==> src/rtl/enemy_move_scheduler.sv <==
// enemy_move_scheduler
// Owns the positions of up to N_ENEMY chasing enemies and steps each one
// pixel toward the player on every move tick. A round-robin sweep FSM shares
// a single step datapath, handling one slot per clock.
//
// Optional feature macro: ENEMY_PAUSE_EN (adds input 'pause'; while high the
// tick counter freezes, no move tick is raised and no spawn is accepted).
//
// Ports:
//   clk, reset          clock, asynchronous active-high reset
//   target_x/target_y   player position (10 b each)
//   speed_offset        shortens the tick period (limit = TIME_MAX - offset)
//   spawn_req           level request; spawn_ack/spawn_idx report a fill
//   spawn_full          all slots occupied (combinational from registers)
//   kill_valid/kill_idx clear one slot's active flag
//   enemy_x/enemy_y     packed positions, slot i at [10i+9:10i]
//   enemy_dir           0 = LEFT, 1 = RIGHT
//   enemy_active        slot occupied
//   busy                sweep in progress
//   move_tick           one-cycle pulse at end of each period
module enemy_move_scheduler #(
    parameter int unsigned N_ENEMY    = 4,
    parameter int unsigned TIME_MAX   = 4600000,
    parameter int unsigned ZONE_Y_MAX = 231,
    parameter int unsigned SPAWN_X    = 601,
    parameter int unsigned SPAWN_Y    = 33
) (
`ifdef ENEMY_PAUSE_EN
    input  logic                    pause,
`endif
    input  logic                    clk,
    input  logic                    reset,
    input  logic [9:0]              target_x,
    input  logic [9:0]              target_y,
    input  logic [25:0]             speed_offset,
    input  logic                    spawn_req,
    output logic                    spawn_ack,
    output logic [2:0]              spawn_idx,
    output logic                    spawn_full,
    input  logic                    kill_valid,
    input  logic [2:0]              kill_idx,
    output logic [10*N_ENEMY-1:0]   enemy_x,
    output logic [10*N_ENEMY-1:0]   enemy_y,
    output logic [N_ENEMY-1:0]      enemy_dir,
    output logic [N_ENEMY-1:0]      enemy_active,
    output logic                    busy,
    output logic                    move_tick
);

    localparam int unsigned COORD_W = 10;
    localparam int unsigned CNT_W   = 26;
    localparam int unsigned IDX_W   = 3;

    localparam logic [CNT_W-1:0]   TIME_MAX_C = CNT_W'(TIME_MAX);
    localparam logic [COORD_W-1:0] ZONE_Y_C   = COORD_W'(ZONE_Y_MAX);
    localparam logic [COORD_W-1:0] SPAWN_X_C  = COORD_W'(SPAWN_X);
    localparam logic [COORD_W-1:0] SPAWN_Y_C  = COORD_W'(SPAWN_Y);
    localparam logic [IDX_W-1:0]   LAST_IDX   = IDX_W'(N_ENEMY - 1);

    typedef enum logic {
        IDLE  = 1'b0,
        SWEEP = 1'b1
    } state_e;

    state_e                             state_q;
    logic [IDX_W-1:0]                   idx_q;
    logic                               busy_q;
    logic [CNT_W-1:0]                   cnt_q;
    logic                               tick_q;
    logic                               ack_q;
    logic [IDX_W-1:0]                   ack_idx_q;
    logic [N_ENEMY-1:0][COORD_W-1:0]    x_q;
    logic [N_ENEMY-1:0][COORD_W-1:0]    y_q;
    logic [N_ENEMY-1:0]                 dir_q;
    logic [N_ENEMY-1:0]                 active_q;

    logic                               pause_c;
    logic [CNT_W-1:0]                   limit_c;
    logic [CNT_W-1:0]                   cnt_d;
    logic                               tick_d;
    logic [N_ENEMY-1:0]                 kill_hit_c;
    logic                               free_any_c;
    logic [IDX_W-1:0]                   free_idx_c;
    logic                               spawn_ok_c;
    logic [COORD_W-1:0]                 cur_x_c;
    logic [COORD_W-1:0]                 cur_y_c;
    logic                               cur_dir_c;
    logic                               cur_act_c;
    logic                               step_en_c;
    logic [COORD_W-1:0]                 step_x_d;
    logic [COORD_W-1:0]                 step_y_d;
    logic                               step_dir_d;

    // Pause source (tied low when the feature is compiled out)
    always_comb begin
`ifdef ENEMY_PAUSE_EN
        pause_c = pause;
`else
        pause_c = 1'b0;
`endif
    end

    // Tick period: limit clamps to 1 once the offset reaches TIME_MAX
    always_comb begin
        limit_c = (speed_offset >= TIME_MAX_C) ? CNT_W'(1) : (TIME_MAX_C - speed_offset);
        cnt_d   = cnt_q;
        tick_d  = 1'b0;
        if (!pause_c) begin
            if (cnt_q == limit_c) begin
                cnt_d  = '0;
                tick_d = 1'b1;
            end else if (cnt_q > limit_c) begin
                // limit shrank below the running count: silent wrap
                cnt_d = '0;
            end else begin
                cnt_d = cnt_q + CNT_W'(1);
            end
        end
    end

    // Lowest free slot; a slot being killed this cycle is not free yet
    always_comb begin
        kill_hit_c = '0;
        free_any_c = 1'b0;
        free_idx_c = '0;
        for (int i = 0; i < int'(N_ENEMY); i++) begin
            kill_hit_c[i] = kill_valid && (kill_idx == IDX_W'(i));
        end
        for (int i = int'(N_ENEMY) - 1; i >= 0; i--) begin
            if (!active_q[i] && !kill_hit_c[i]) begin
                free_any_c = 1'b1;
                free_idx_c = IDX_W'(i);
            end
        end
        spawn_ok_c = (state_q == IDLE) && spawn_req && !pause_c && free_any_c;
    end

    // Shared step datapath for the slot under the sweep pointer
    always_comb begin
        cur_x_c   = '0;
        cur_y_c   = '0;
        cur_dir_c = 1'b0;
        cur_act_c = 1'b0;
        for (int i = 0; i < int'(N_ENEMY); i++) begin
            if (idx_q == IDX_W'(i)) begin
                cur_x_c   = x_q[i];
                cur_y_c   = y_q[i];
                cur_dir_c = dir_q[i];
                cur_act_c = active_q[i];
            end
        end
        step_en_c = (state_q == SWEEP) && cur_act_c && (target_y <= ZONE_Y_C);

        step_x_d = cur_x_c;
        if (cur_x_c > target_x) begin
            step_x_d = cur_x_c - COORD_W'(1);
        end else if (cur_x_c < target_x) begin
            step_x_d = cur_x_c + COORD_W'(1);
        end

        step_y_d = cur_y_c;
        if (cur_y_c > target_y) begin
            step_y_d = cur_y_c - COORD_W'(1);
        end else if (cur_y_c < target_y) begin
            step_y_d = cur_y_c + COORD_W'(1);
        end

        // Facing follows the pre-step x comparison
        step_dir_d = cur_dir_c;
        if (target_x < cur_x_c) begin
            step_dir_d = 1'b0;
        end else if (target_x > cur_x_c) begin
            step_dir_d = 1'b1;
        end
    end

    // Tick counter, sweep FSM, spawn/kill and slot registers
    always_ff @(posedge clk or posedge reset) begin
        if (reset) begin
            state_q   <= IDLE;
            idx_q     <= '0;
            busy_q    <= 1'b0;
            cnt_q     <= '0;
            tick_q    <= 1'b0;
            ack_q     <= 1'b0;
            ack_idx_q <= '0;
            dir_q     <= '1;
            active_q  <= '0;
            for (int i = 0; i < int'(N_ENEMY); i++) begin
                x_q[i] <= SPAWN_X_C;
                y_q[i] <= SPAWN_Y_C;
            end
        end else begin
            cnt_q  <= cnt_d;
            tick_q <= tick_d;
            ack_q  <= spawn_ok_c;
            if (spawn_ok_c) begin
                ack_idx_q <= free_idx_c;
            end

            case (state_q)
                IDLE: begin
                    if (tick_q) begin
                        state_q <= SWEEP;
                        idx_q   <= '0;
                        busy_q  <= 1'b1;
                    end
                end
                SWEEP: begin
                    // Ticks arriving here are dropped
                    if (idx_q == LAST_IDX) begin
                        state_q <= IDLE;
                        idx_q   <= '0;
                        busy_q  <= 1'b0;
                    end else begin
                        idx_q <= idx_q + IDX_W'(1);
                    end
                end
                default: begin
                    state_q <= IDLE;
                    idx_q   <= '0;
                    busy_q  <= 1'b0;
                end
            endcase

            for (int i = 0; i < int'(N_ENEMY); i++) begin
                if (spawn_ok_c && (free_idx_c == IDX_W'(i))) begin
                    x_q[i]      <= SPAWN_X_C;
                    y_q[i]      <= SPAWN_Y_C;
                    dir_q[i]    <= 1'b1;
                    active_q[i] <= 1'b1;
                end
                if (step_en_c && (idx_q == IDX_W'(i))) begin
                    x_q[i]   <= step_x_d;
                    y_q[i]   <= step_y_d;
                    dir_q[i] <= step_dir_d;
                end
                // Kill wins over a concurrent step; position is left as written
                if (kill_hit_c[i]) begin
                    active_q[i] <= 1'b0;
                end
            end
        end
    end

    assign spawn_ack    = ack_q;
    assign spawn_idx    = ack_idx_q;
    assign spawn_full   = &active_q;
    assign enemy_x      = x_q;
    assign enemy_y      = y_q;
    assign enemy_dir    = dir_q;
    assign enemy_active = active_q;
    assign busy         = busy_q;
    assign move_tick    = tick_q;

endmodule
==> config.mk <==
export PLATFORM = sky130hd
export DESIGN_NAME = enemy_move_scheduler
export DESIGN_NICKNAME = d
export VERILOG_FILES = /design/src/rtl/enemy_move_scheduler.sv
export SDC_FILE = /design/constraint.sdc
export NUM_CORES = 1
export LEC_CHECK = 0
export ABC_AREA = 1
export CAP_MARGIN = 20
export CELL_PAD_IN_SITES_DETAIL_PLACEMENT = 0
export CELL_PAD_IN_SITES_GLOBAL_PLACEMENT = 1
export CORE_UTILIZATION = 50
export DETAILED_ROUTE_END_ITERATION = 7
export DONT_BUFFER_PORTS = 1
export PLACE_DENSITY_LB_ADDON = 0.3
export SLEW_MARGIN = 20
export SYNTH_ARGS = -nofsm -noshare
export SYNTH_HDL_FRONTEND = slang
export SYNTH_SLANG_ARGS = --single-unit
==> constraint.sdc <==
create_clock -name clk -period 6.6 [get_ports clk]
set_input_delay 0.66 -clock clk [delete_from_list [all_inputs] [get_ports clk]]
set_output_delay 0.66 -clock clk [all_outputs]
set_load 0.01 [all_outputs]
; ---- Word-level counts from Yosys, hierarchy flattened
; Cells that the tools add are included.
[classes]
reduce_logical = 41
n_eq_ne = 12
magnitude_cmp = 9
n_bitwise = 1
addsub = 7
n_mux = 71
[op_table]
columns = operator, n
row1 = $mux 10, 28
row2 = $mux 26, 3
row3 = $mux 1, 31
row4 = $gt 10x10->1, 3
row5 = $lt 10x10->1, 3
row6 = $add 26x1->26 const B, 1
row7 = $eq 26x26->1, 1
row8 = $ge 26x23->1 const B, 1
row9 = $gt 26x26->1, 1
row10 = $sub 23x26->26 const A, 1
row11 = $add 10x1->10 const B, 2
row12 = $logic_and 1x1->1, 20
row13 = $sub 10x1->10 const B, 2
row14 = $eq 3x2->1 const B, 6
row15 = $reduce_bool 2->1, 8
row16 = $mux 3, 5
row17 = $le 10x8->1 const B, 1
row18 = $eq 3x1->1 const B, 3
row19 = $logic_not 3->1, 3
row20 = $logic_not 1->1, 8
row21 = $pmux 3 s2, 1
row22 = $pmux 1 s2, 2
row23 = $reduce_and 4->1, 1
row24 = $add 3x1->3 const B, 1
row25 = 5 further kinds, 5
[totals]
elab_cells = 164
inputBits = 53
out_inout_bits = 95
ff_bits = 124

; ---- Logic depth before layout (Yosys ltp)
[logic_depth]
word_depth = 12
depth_mapped = 29
depth_no_buf = 27

; ---- Worst setup path before layout
; Ideal clock, no wire load.
[synth_path]
path_type = input-to-reg
start = input port speed_offset[0]
end = register cnt_q[10]
path_stages = 23
arrival_time_ns = 3.786
setup_time_ns = 0.136
required_ns = 6.464
n_path_buf = 2
setup_slack_ns = 2.677
cell_sequence = inv_1 ha_1 nand2_1 nor2_1 nand2_1 nand2_1 nand2_1 nor2_1 nand2_1 nand3_2 nand3_1 nand2_1 nor2_1 nor3_2 buf_4 nand3_1 ha_1 inv_1 nor4_1 nand4_1 inv_1 buf_1 nor3_1
[synth_between]
elab_chain_len = 5
elab_cells_between_ends = 7
classes_between = add/sub: 1 / order compare: 2 / eq/ne: 1 / mux: 3
[synth_lines]
columns = item, line
row1 = "start, declared", 35  ; input logic [25:0] speed_offset,
row2 = $sub 23x26->26 / $ge 26x23->1 (equally long branches), 105  ; limit_c = (speed_offset >= TIME_MAX_C) ? CNT_W'(1) : (TIME_MAX_C - speed_offset);
row3 = $mux 26 *, 105
row4 = $gt 26x26->1, 112  ; end else if (cnt_q > limit_c) begin
row5 = $mux 26, 112
row6 = $mux 26 *, 109  ; if (cnt_q == limit_c) begin
row7 = via cnt_d[10], 79  ; logic [CNT_W-1:0] cnt_d;
row8 = "end signal, assigned", 194  ; cnt_q <= cnt_d;
row9 = "end, declared", 68  ; logic [CNT_W-1:0] cnt_q;
; Mark *: on every way through the listed nets, which the timed path passes. The rest lies on a longest branch.
; A chain may end at the register's enable or synchronous reset.

; ---- Worst setup path after layout
[layout_path]
start = register idx_q[1]
end = register y_q, in the netlist enemy_y[24]
[layout_between]
elab_chain_len = 9
elab_cells_between_ends = 23
classes_between = add/sub: 2 / order compare: 2 / eq/ne: 3 / mux: 11 / reduce/logical: 5
[layout_lines]
columns = item, line
row1 = "start, declared", 66  ; logic [IDX_W-1:0] idx_q;
row2 = "start signal, assigned", 216  ; idx_q <= idx_q + IDX_W'(1);
row3 = $logic_not 3->1, 145  ; if (idx_q == IDX_W'(i)) begin
row4 = $mux 10 / $mux 1 (equally long branches) (4 in series), 145
row5 = "$add 10x1->10, or another cell as far along", 165  ; step_y_d = cur_y_c + COORD_W'(1);
row6 = $mux 10 / $logic_and 1x1->1 (equally long branches), "164, 152"
row7 = $mux 10 / $logic_and 1x1->1 (equally long branches), "162, 233"
row8 = $mux 10 / $reduce_bool 2->1 (equally long branches), -
row9 = "end signal, assigned by index", 235  ; y_q[i] <= step_y_d;
row10 = "end, declared", 73  ; logic [N_ENEMY-1:0][COORD_W-1:0] y_q;
; Parallel ways exist; a longest one is shown, timed or not.

==> metrics.txt <==
Crit Path Class=reg -> reg; Hold Crit Class=in -> async; Max-Cap Viols=0; peak supply drop=approximately 0.00025 V; Starting Density=0.516; port buffer count=0; Post-Syn Area=8980 um2; die extent in x=136 um; Worst setup SP type=flop; Crit Path Max Fanout=17; Yosys warnings=0; clock skew=~0.0079 ns; worst slew pin tran=0.843 ns; CTS clk-pin slew, worst paths=around 0.060 ns; antenna violations before repair=0; R2R Path Start=idx_q[1]; core area=17400 um2; total gr overflow=0; FF-to-FF End=enemy_y[24]; final setup TNS=0 ns; vias in the first global route=7707; Avg WL per Cell=16.6 um; Power Density=approximately 510 nW/um2; Final Setup Violations=0; main flop type after synthesis=dfrtp_1; postcts setup bufs=0; die area=18500 um2; Clock Tree Root=clkbuf_16; Via density=5.45; flop-to-flop setup slack=2.05 ns; Synth area leader=dfrtp_1; Slew Viols, Final=0; number of cell rows=48; Detailed Place HPWL=18.5 mm; final hold viol count=0; Pre-Repair DR Iteration Count=6; routability cong.=0.876; Worst EP required=6.94 ns; ratio of final minimum period to clock period=0.689; CTS Buffer Depth=2; antenna diode count=0; Overall Global Routing Usage=0.284; Placed Cells=1493; non-filler cells, final=1525; Area Overhead vs Synth=8.64%; post-synthesis sequential area ratio=0.347; CTS Sinks=around 120; DIE HEIGHT=approximately 140 um; FMAX=220 MHz; Final ANT Viol Nets=0; CTS tree=yes; Final nets=approximately 1400; status=finished, final reports clean; FILL cells=1726; crit path launch=idx_q[1]; Hold Buf Count CTS=0; Synth top area share=0.254; P_leak=4.90 nW; clock latency on the worst-skew pair=0.43 ns; largest net degree at the start of global routing=64; drt initial violations=547; RSZ-0062 raised after global routing=false; FF+latch count, synth=roughly 120; layout cells sized above 1=0.101; CTS buffer count=17; Netlist cell types=48; final WL=25.3 mm; post-synthesis area per instance=~6.9 um2; DRC viols=0; Critical Path End Type=flop; # IOs=148; Mapped Cells=1292; min Tclk post-route=4.55 ns; Max-Slew Margin vs Limit=0.434; global-route wire length before repair=40.0 mm; H-tree depth=4; WP data arrival=4.89 ns; fraction of registers with async set/reset=1.00; Resize count post-CTS=0; synth top area cells=dfrtp_1 25%, nand2_1 16%, dfstp_2 9.4%, ha_1 7.8%, inv_1 7.5%; Vias=8316; R2R depth=19; Post-synth EDFFs=0
==> worst max-delay path by stage <==
stage,endpoint,slack (ns),cells after the start
detailed placement,cnt_q[7],1.80,22
CTS,enemy_y[24],2.13,19
floorplan,cnt_q[10],2.68,23
finish,enemy_y[24],2.05,19
global placement,cnt_q[24],1.77,28
global route,enemy_y[24],1.68,19
==> stage by stage <==
step	area, um2	utilization	hold slack, ns	total power, mW	setup WS (ns)
floorplan	8990	-	0.465	3.27	2.68
global placement	9090	0.522	0.520	3.84	1.77
detailed placement	9100	0.523	0.508	3.90	1.80
CTS	9750	0.560	0.260	4.95	2.13
global route	9750	0.560	0.282	5.38	1.68
finish	9750	0.560	0.229	4.95	2.05
==> layer usage <==
layer	share of wire	track usage
met5	0	0
met3	0.078	0.0686
met1	0.42	0.348
met2	0.49	0.488
met4	0.019	0.0895
==> where the power goes <==
group | internal (mW) | switching [mW]
Sequential | 1.07 | 0.379
Combinational | 0.783 | 1.68
Clock | 0.671 | 0.367
==> cells by family (layout without fill, tap and decap cells) <==
| family | count (synthesis) | in the layout | synth area share |
|---|---|---|---|
| and+or+nand+nor | 699 | 699 | 0.344 |
| buffers and inverters | 222 | 228 | 0.102 |
| AOI/OAI and AO/OA | 164 | 164 | 0.102 |
| other | 2 | 4 | 0.000836 |
| xor gates and xnor gates | 26 | 26 | 0.0254 |
| adders and majority gates | 56 | 56 | 0.0780 |
| DFF | 123 | 123 | 0.347 |
==> cells in the mapped netlist, types with 3 or more instances <==
master	n
nor4_1	5
xor2_1	15
buf_2	12
buf_6	4
nand4_1	30
o21ai_1	12
nor3_1	33
nand2_1	387
nand2_4	5
dfrtp_1	91
o21ai_0	71
inv_2	11
o211ai_1	3
o21ai_2	3
nor2_1	89
buf_4	8
dfstp_2	32
o22ai_1	17
a21oi_2	4
inv_1	180
ha_1	56
nand3_1	107
nand2_2	10
xnor2_1	11
a21oi_1	43
clkbuf_1	3
or2_2	14
nor2_4	6
nor2_2	5
==> placed cells by master (no fill, tap or decap), types with 3 or more instances in the layout <==
master	synthesis	final
a21oi_1	43	43
a21oi_2	4	4
buf_4	8	3
bufinv_16	0	5
clkbuf_16	0	17
clkinv_4	0	3
clkinvlp_4	0	4
conb_1	2	4
dfrtp_1	91	91
dfstp_2	32	32
ha_1	56	56
inv_1	180	179
inv_2	11	11
nand2_1	387	387
nand2_2	10	10
nand2_4	5	5
nand3_1	107	107
nand4_1	30	30
nor2_1	89	89
nor2_2	5	5
nor2_4	6	6
nor3_1	33	33
nor4_1	5	5
o211ai_1	3	3
o21ai_0	71	71
o21ai_1	12	12
o21ai_2	3	3
o22ai_1	17	17
or2_2	14	14
xnor2_1	11	11
xor2_1	15	15
==> cell type report <==
type | count | area, um2 | share of cell area
Timing Repair Buffer | 4 | 33.8 | 0.00346
Inverter | 192 | 723 | 0.0741
Sequential cell | 123 | 3120 | 0.320
Clock buffer | 18 | 429 | 0.0440
Tap cell | 225 | 282 | 0.0289
Multi-Input combinational cell | 949 | 4950 | 0.507
Clock inverter | 14 | 220 | 0.0226
==> registers in the layout, summed over array words and instances (netlist names) <==
signal,flops
enemy_x,40
enemy_y,40
cnt_q,26
enemy_active,4
enemy_dir,4
idx_q,3
spawn_idx,2
busy,1
move_tick,1
spawn_ack,1
state_q,1
==> critical path, stage by stage (launching register included) <==
cell and delay, ns:
dfrtp_1 0.40, inv_1 0.11, ha_1 0.43, inv_2 0.24, nor2_4 0.51, a221oi_1 0.18, o21ai_0 0.48, ha_1 0.35
nand2_1 0.09, nor2_1 0.08, nand2_1 0.08, nor2_1 0.06, nand3b_1 0.20, nand2_1 0.21, clkinv_1 0.31, a21oi_1 0.22
nand2_1 0.07, o21ai_0 0.25, nand2_1 0.09, o21ai_0 0.10
No activity file was read; power rests on OpenSTA's default activity.
